File: config.mk
export PLATFORM = sky130hd
export DESIGN_NAME = button_debouncer
export DESIGN_NICKNAME = d
export VERILOG_FILES = /design/src/rtl/button_debouncer.sv
export SDC_FILE = /design/constraint.sdc
export NUM_CORES = 1
export LEC_CHECK = 0
export CAP_MARGIN = 10
export CORE_ASPECT_RATIO = 0.9
export CORE_MARGIN = 3
export CORE_UTILIZATION = 55
export DETAILED_ROUTE_END_ITERATION = 6
export GPL_ROUTABILITY_DRIVEN = 0
export PLACE_DENSITY = 0.76
export SLEW_MARGIN = 30
export SYNTH_ARGS = -nofsm -noshare
export SYNTH_HDL_FRONTEND = slang
export SYNTH_SLANG_ARGS = --single-unit
File: constraint.sdc
create_clock -name clk -period 3 [get_ports clk]
set_input_delay 0.9 -clock clk [delete_from_list [all_inputs] [get_ports clk]]
set_output_delay 0.9 -clock clk [all_outputs]
set_load 0.03 [all_outputs]
File: src/rtl/button_debouncer.sv
// Push-button debouncer: two-flop synchroniser, tick prescaler, qualification FSM
// and a saturating counter of rejected transitions for bring-up diagnostics.
module button_debouncer #(
    parameter int unsigned CLK_DIV        = 50000,
    parameter int unsigned STABLE_SAMPLES = 10,
    parameter logic        IDLE_LEVEL     = 1'b0,
    parameter int unsigned GLITCH_W       = 8
) (
    input  logic                clk,
    input  logic                rst_n,
    input  logic                btn_raw,
    input  logic                glitch_clr,
    output logic                btn_clean,
    output logic                busy,
    output logic [GLITCH_W-1:0] glitch_cnt
);

    localparam int unsigned CNT_W = $clog2(STABLE_SAMPLES + 1);
    localparam int unsigned PRE_W = (CLK_DIV > 1) ? $clog2(CLK_DIV) : 1;

    localparam logic [PRE_W-1:0]    PRE_LAST   = PRE_W'(CLK_DIV - 1);
    localparam logic [CNT_W-1:0]    CNT_DONE   = CNT_W'(STABLE_SAMPLES);
    localparam logic [CNT_W-1:0]    CNT_FIRST  = CNT_W'(1);
    localparam logic [GLITCH_W-1:0] GLITCH_MAX = '1;

    typedef enum logic [1:0] {
        ST_STABLE0  = 2'd0,
        ST_RISE_CHK = 2'd1,
        ST_STABLE1  = 2'd2,
        ST_FALL_CHK = 2'd3
    } state_e;

    localparam state_e RESET_STATE = IDLE_LEVEL ? ST_STABLE1 : ST_STABLE0;

    logic                s1_q;
    logic                s2_q;
    logic [PRE_W-1:0]    pre_q;
    state_e              state_q;
    logic [CNT_W-1:0]    cnt_q;
    logic                clean_q;
    logic                busy_q;
    logic [GLITCH_W-1:0] glitch_q;

    logic                tick_c;
    logic [CNT_W-1:0]    cnt_inc_c;
    logic                reject_c;

    // Metastability guard: only s2_q is observed downstream.
    always_ff @(posedge clk or negedge rst_n) begin
        if (!rst_n) begin
            s1_q <= IDLE_LEVEL;
            s2_q <= IDLE_LEVEL;
        end else begin
            s1_q <= btn_raw;
            s2_q <= s1_q;
        end
    end

    // Free-running sample-tick prescaler, never restarted by input activity.
    assign tick_c = (pre_q == PRE_LAST);

    always_ff @(posedge clk or negedge rst_n) begin
        if (!rst_n) begin
            pre_q <= '0;
        end else if (tick_c) begin
            pre_q <= '0;
        end else begin
            pre_q <= pre_q + PRE_W'(1);
        end
    end

    assign cnt_inc_c = cnt_q + CNT_W'(1);

    // A candidate level that reverts before qualifying is a rejected transition.
    assign reject_c = tick_c &&
                      (((state_q == ST_RISE_CHK) && !s2_q) ||
                       ((state_q == ST_FALL_CHK) &&  s2_q));

    // Qualification FSM; busy and btn_clean are registered alongside the state.
    always_ff @(posedge clk or negedge rst_n) begin
        if (!rst_n) begin
            state_q <= RESET_STATE;
            cnt_q   <= '0;
            clean_q <= IDLE_LEVEL;
            busy_q  <= 1'b0;
        end else if (tick_c) begin
            unique case (state_q)
                ST_STABLE0: begin
                    if (s2_q) begin
                        state_q <= ST_RISE_CHK;
                        cnt_q   <= CNT_FIRST;
                        busy_q  <= 1'b1;
                    end
                end
                ST_RISE_CHK: begin
                    if (!s2_q) begin
                        state_q <= ST_STABLE0;
                        cnt_q   <= '0;
                        busy_q  <= 1'b0;
                    end else if (cnt_inc_c == CNT_DONE) begin
                        state_q <= ST_STABLE1;
                        cnt_q   <= '0;
                        clean_q <= 1'b1;
                        busy_q  <= 1'b0;
                    end else begin
                        cnt_q   <= cnt_inc_c;
                    end
                end
                ST_STABLE1: begin
                    if (!s2_q) begin
                        state_q <= ST_FALL_CHK;
                        cnt_q   <= CNT_FIRST;
                        busy_q  <= 1'b1;
                    end
                end
                ST_FALL_CHK: begin
                    if (s2_q) begin
                        state_q <= ST_STABLE1;
                        cnt_q   <= '0;
                        busy_q  <= 1'b0;
                    end else if (cnt_inc_c == CNT_DONE) begin
                        state_q <= ST_STABLE0;
                        cnt_q   <= '0;
                        clean_q <= 1'b0;
                        busy_q  <= 1'b0;
                    end else begin
                        cnt_q   <= cnt_inc_c;
                    end
                end
                default: begin
                    state_q <= RESET_STATE;
                    cnt_q   <= '0;
                    clean_q <= IDLE_LEVEL;
                    busy_q  <= 1'b0;
                end
            endcase
        end
    end

    // Saturating diagnostic counter; a same-cycle clear overrides an increment.
    always_ff @(posedge clk or negedge rst_n) begin
        if (!rst_n) begin
            glitch_q <= '0;
        end else if (glitch_clr) begin
            glitch_q <= '0;
        end else if (reject_c && (glitch_q != GLITCH_MAX)) begin
            glitch_q <= glitch_q + GLITCH_W'(1);
        end
    end

    assign btn_clean  = clean_q;
    assign busy       = busy_q;
    assign glitch_cnt = glitch_q;

endmodule

==> impl_metrics.toml <==
[outcome]
status = "finished clean"

[worst_setup_path]
cp_slowest_cell = "clkdlybuf4s50_1"
crit_required_ns = 2.10
end_kind = "output pin"
r2r_slack_ns = 0.73
cpPeakStageDelay_ns = 0.71
cp_data_arrival_time_ns = 1.45
crit_family = "buffers and inverters"
path_cells = "clkdlybuf4s50_1"
worstPathMaxFanout = 7
timing.critical_path.buf_inv = 1
path_class = "flip-flop to output pin"
critPathLaunchType = "flip-flop"

[timing]
fmax_mhz = 424.8
slew_violations = 0
rsz0062_at_grt = "false"
finalCritPeriodShare = 0.7847
finalClockSkew_ns = 0.009116
max_slew_margin = 0.6366
final_hold_viol_count = 0
finalSetupViolations = 0
fin_crit_ns = 2.354
holdWs_ns = 0.3489
worst_pin_slew_ns = 0.5432
setup_tns_ns = 0

[cells_and_area]
fin_area_um2 = 2077
synthToLayoutAreaGrowth_pct = 14.40
post-route-util = 0.6669
fillers = 244
nNetsFinal = 198
n_antenna_cell = 0
layout-drive-gt1-share = 0.1047

[synthesis]
synth_seq_cells = 34
yosysWarnings = 0
synthAdderAreaFrac = 0.02757
synthXorXnorAreaFrac = 0.07167
yosysMostFrequentCell = "dfrtp_1"
synth_top_family_by_area = "simple AND/OR/NAND/NOR gates"
synth_top_area_frac = 0.4686
syn_area_um2 = 1815
synth_compound_area_frac = 0.1316
synth_cell_types = 44
ys_seq_area_frac = 0.4686
avgSynthCellArea_um2 = 10.43
synthCells = 174
synthTopCellsByCount = "dfrtp_1, nor2_1, nand2_1"
synth_area_leader_cell = "dfrtp_1"
synth_ff_type = "dfrtp_1"
synthMuxAreaShare = 0.03584
syn_nets = 182
synth-edff-count = 0
async_flop_share = 1.000
synth_area_leaders = "dfrtp_1, xor2_1, xnor2_1"
synthSimpleGateAreaFrac = 0.2412

[floorplan]
die-area_um2 = 4027
start_util = 0.5830
rows = 19
num_io_pins = 14
die_x_um = 66.56
core_um2 = 3114
die_h_um = 60.51

[drt]
num_vias = 1356
wire_per_inst_um = 15.01
vias_per_cell = 5.820
drtPass1Iterations = 4
drc = 0
antenna_left = 0
drt_iter0_drc = 190
wirelength_mm = 3.498

[power]
leakage_nw = 0.8543
ir_drop_mv = 0.3512
power_density_nw_per_um2 = 402.0

[cts]
cts_buffer_depth = 2
cts_hold_buf = 0
cts_root_buffer = "clkbuf_8"
htree_levels = 2
clk_latency_ns = 0.29
tritoncts = "yes"
cts_made_buffers = 5
cts-resized-gates = 0
clk_pin_slew_ns = 0.07
cts.sinks = 34
cts_setup_buffers = 0

[global_routing]
grt_pass1_vias = 1392
grt_max_degree = 35
antenna_found_initial = 0
grt_first_pass_wirelength_mm = 6.230
grt_usage = 0.2080
gr-total-overflow = 0

[placement]
dp_hpwl_mm = 2.412
placed_cell_area_um2 = 1986
port_buffers = 13

[min_path]
hold_class = "flip-flop to flip-flop"

[job]
max_cap_viol_count = 0
logic make-up after synthesis:
logic type      Yosys count
compound gates           35
xor+xnor                 14
fa+ha+maj                 4
buf+inv                  10
flops                    34
mux                       6
simple gates             71
layout make-up:
type	count	area (um2)	area share
flip-flops and latches	34	850.8	0.4096
inverters	4	15.01	0.007229
repair buffers	15	145.1	0.06988
well taps	42	52.55	0.02530
clock buffers	7	86.33	0.04157
multi-input cells	130	922.1	0.4440
clock inverters	1	5.005	0.002410
layout by cell type (no fill, tap or decap), types with 3 or more instances in the layout:
cell             Yosys  final
o31ai_1              6      6
nand3_1              8      8
nor2_1              13     13
and4_1               3      3
or4_1                3      3
inv_1                4      4
nor3_1               3      3
nand2_1              9      9
dfrtp_1             34     34
xnor2_1              6      6
a21oi_1              7      7
o21ai_0              8      8
nand2b_1             5      5
xor2_1               7      7
clkbuf_8             0      6
and3_1               3      3
o211ai_1             4      4
nand4_1              7      7
mux2_2               4      4
nor2b_1              3      3
ha_1                 4      4
a32o_1               3      3
clkdlybuf4s50_1      0     13
per-stage QoR:
stage / total power [mW] / worst slack, ns / std cells
detailed placement: 0.4926 / 0.8014 / 225
CTS: 0.8449 / 0.6354 / 233
global placement: 0.4915 / 0.8480 / 225
global route: 0.8699 / 0.5868 / 233
floorplan: 0.4762 / 0.9618 / 174
finish: 0.8350 / 0.6459 / 233
where the power goes:
group          switching, mW  internal (mW)
Sequential           0.00136          0.460
Combinational         0.0150        0.00672
Clock                  0.167          0.185
Total                  0.184          0.651
routing by layer:
metal,share of wire,GRT usage,vias up
met5,0,0,-
met4,0.019,0.1043,0
met1,0.48,0.2675,654
li1,-,-,678
met2,0.47,0.3192,18
met3,0.036,0.06667,6
final timing paths:
path                       cells after the start                          to     startpoint
setup / recovery                               1               glitch_cnt[4]  glitch_cnt[4]
hold / removal                                 0                        s2_q           s1_q
setup reg to reg                               4                   flip-flop      pre_q[10]
hold reg to reg                                0                        s2_q           s1_q
max in group asynchronous                      2  asynchronous set/reset pin          rst_n
min in group asynchronous                      2                    cnt_q[2]          rst_n
sequential cells by signal, summed over array words and instances (netlist names), named ones only:
name        count
cnt_q           4
pre_q          16
s2_q            1
state_q         1
btn_clean       1
s1_q            1
glitch_cnt      8
busy            1
No activity file was read; power rests on OpenSTA's default activity.
==> variant: new RTL, same flow settings <==
Put one more register stage on the output `glitch_cnt`, without a reset. The value now appears one clock later. The other outputs are not delayed to match.
--- a/src/rtl/button_debouncer.sv
+++ b/src/rtl/button_debouncer.sv
@@ -150,7 +150,9 @@
 
     assign btn_clean  = clean_q;
     assign busy       = busy_q;
-    assign glitch_cnt = glitch_q;
+    always_ff @(posedge clk) begin
+        glitch_cnt <= glitch_q;
+    end
 
 endmodule
 
Behaviour: same outputs for any inputs over 10 cycles, from zero or initial values and one cycle with rst_n low; that may be too few to reach the edited logic, so the function may still have changed.
==> variant against the original RTL <==
- power grew 23%
- utilization grew 2.3 points
- sequential power grew 23%
- sequential cell count grew 8
- synthesized cell count grew 3.4%
- worst setup slack gained 0.12 ns
- area after synthesis grew 8.0%
- die area grew 7.2%
- routed wire length grew 6.5%
- final area grew 7.4%
- largest power group unchanged
- register-to-register slack gained 0.19 ns
==> variant: results (changes against the original RTL) <==
hold slack=0.366 ns (+0.0167 ns); Finished Layout Cells=239 (+2.6%); CP peak stage delay=0.68 ns (-0.03 ns); Seq/Total Area, Yosys=0.516 (+0.0470); Lkg Pwr=0.943 nW (+10%); Worst R2R Start=pre_q[0]$_DFF_PN0_; synth top area cells=dfrtp_1 (43%), dfxtp_1 (8.2%), xor2_1 (4.0%), nor2_1 (3.3%), mux2_2 (2.9%); Reg2Reg Setup Slack=0.92 ns (+0.19 ns); largest net degree at the start of global routing=35 (unchanged); crit path DAT=1.33 ns (-0.12 ns); Ant. Diodes=0 (unchanged); Max VDD drop=0.000433 V (+23%); Total Routing Usage GR=0.198 (-0.00964); Synth top cells by count=dfrtp_1 (34), nor2_1 (17), xor2_1 (9); first-pass GRT wire length=6550 um (+5.1%); vias per cell=5.95 (+2.2%); Tmin final=2.23 ns (-0.120 ns); DR pass1 iterations=4 (unchanged); vias in the first global route=1,486 (+6.8%); hold crit path type=flip-flop to flip-flop; Worst Path Max Fanout=3 (-4); drt first-iter violations=135 (-29%); syn nets=188 (+3.3%); Fillers=247 (+1.2%); net switching power=0.204 mW (+11%); layout cells sized above 1=0.0914 (-0.0133); status=finished, final reports clean; slew margin rel.=0.645 (+0.00827); ys async rst share=0.810 (-0.190); Netlist cell types=46 (+4.5%); Post-Place Setup Slack=0.888 ns (+0.0863 ns); placed inst area=0.00212 mm2 (+6.8%); DRT Wirelength=3730 um (+6.5%); nets=204 (+3.0%); hpwl dp=2550 um (+5.7%); clk_skew=0.00905 ns (-0.0000672 ns); Syn Area/Cell=10.9 um2 (+4.4%); # placed instances=231 (+2.7%); Worst Setup SP=btn_clean$_DFFE_PN0P_
[variant: path summary, 6_finish.rpt]
| check | cells past startpoint | endpoint |
|---|---|---|
| min | 0 | s2_q$_DFF_PN0_ |
| max reg2reg | 5 | glitch_q[0]$_DFFE_PN0P_ |
| min in group asynchronous | 2 | glitch_q[3]$_DFFE_PN0P_ |
| min reg2reg | 0 | s2_q$_DFF_PN0_ |
| max | 1 | btn_clean |
| max in group asynchronous | 2 | pre_q[4]$_DFF_PN0_ |
[variant: power by group through the flow]
| stage | registers (mW) | logic (mW) | clock network (mW) |
|---|---|---|---|
| after global routing | 0.567 | 0.0247 | 0.466 |
| after detailed placement | 0.578 | 0.0220 | 0 |
| after global placement | 0.578 | 0.0212 | 0 |
| final | 0.566 | 0.0214 | 0.437 |
| after floorplan | 0.578 | 0.00613 | 0 |
| after CTS | 0.566 | 0.0224 | 0.444 |
[variant: logic make-up after synthesis]
family / count (synthesis) / synth area share
and+or+nand+nor: 71 / 0.224
DFF: 42 / 0.516
AOI/OAI and AO/OA: 32 / 0.112
xor gates and xnor gates: 14 / 0.0625
buffers and inverters: 11 / 0.0268
muxes: 6 / 0.0338
adders and majority gates: 4 / 0.0255
[variant: area by class of cell]
| cell class | instances | area (um2) | share of cell area |
|---|---|---|---|
| Clock buffer | 6 | 72.6 | 0.0325 |
| Sequential cell | 42 | 1010 | 0.453 |
| Tap cell | 42 | 52.6 | 0.0236 |
| Inverter | 6 | 22.5 | 0.0101 |
| Multi-Input combinational cell | 127 | 897 | 0.402 |
| Clock inverter | 2 | 37.5 | 0.0168 |
| Timing Repair Buffer | 14 | 138 | 0.0617 |
[variant: metal layers]
metal  up-vias  GRT usage  share of wire
met5         -          0              0
met3         9     0.0504          0.038
li1        693          -              -
met1       686      0.247           0.45
met4         0     0.0754          0.018
met2        34      0.324           0.50
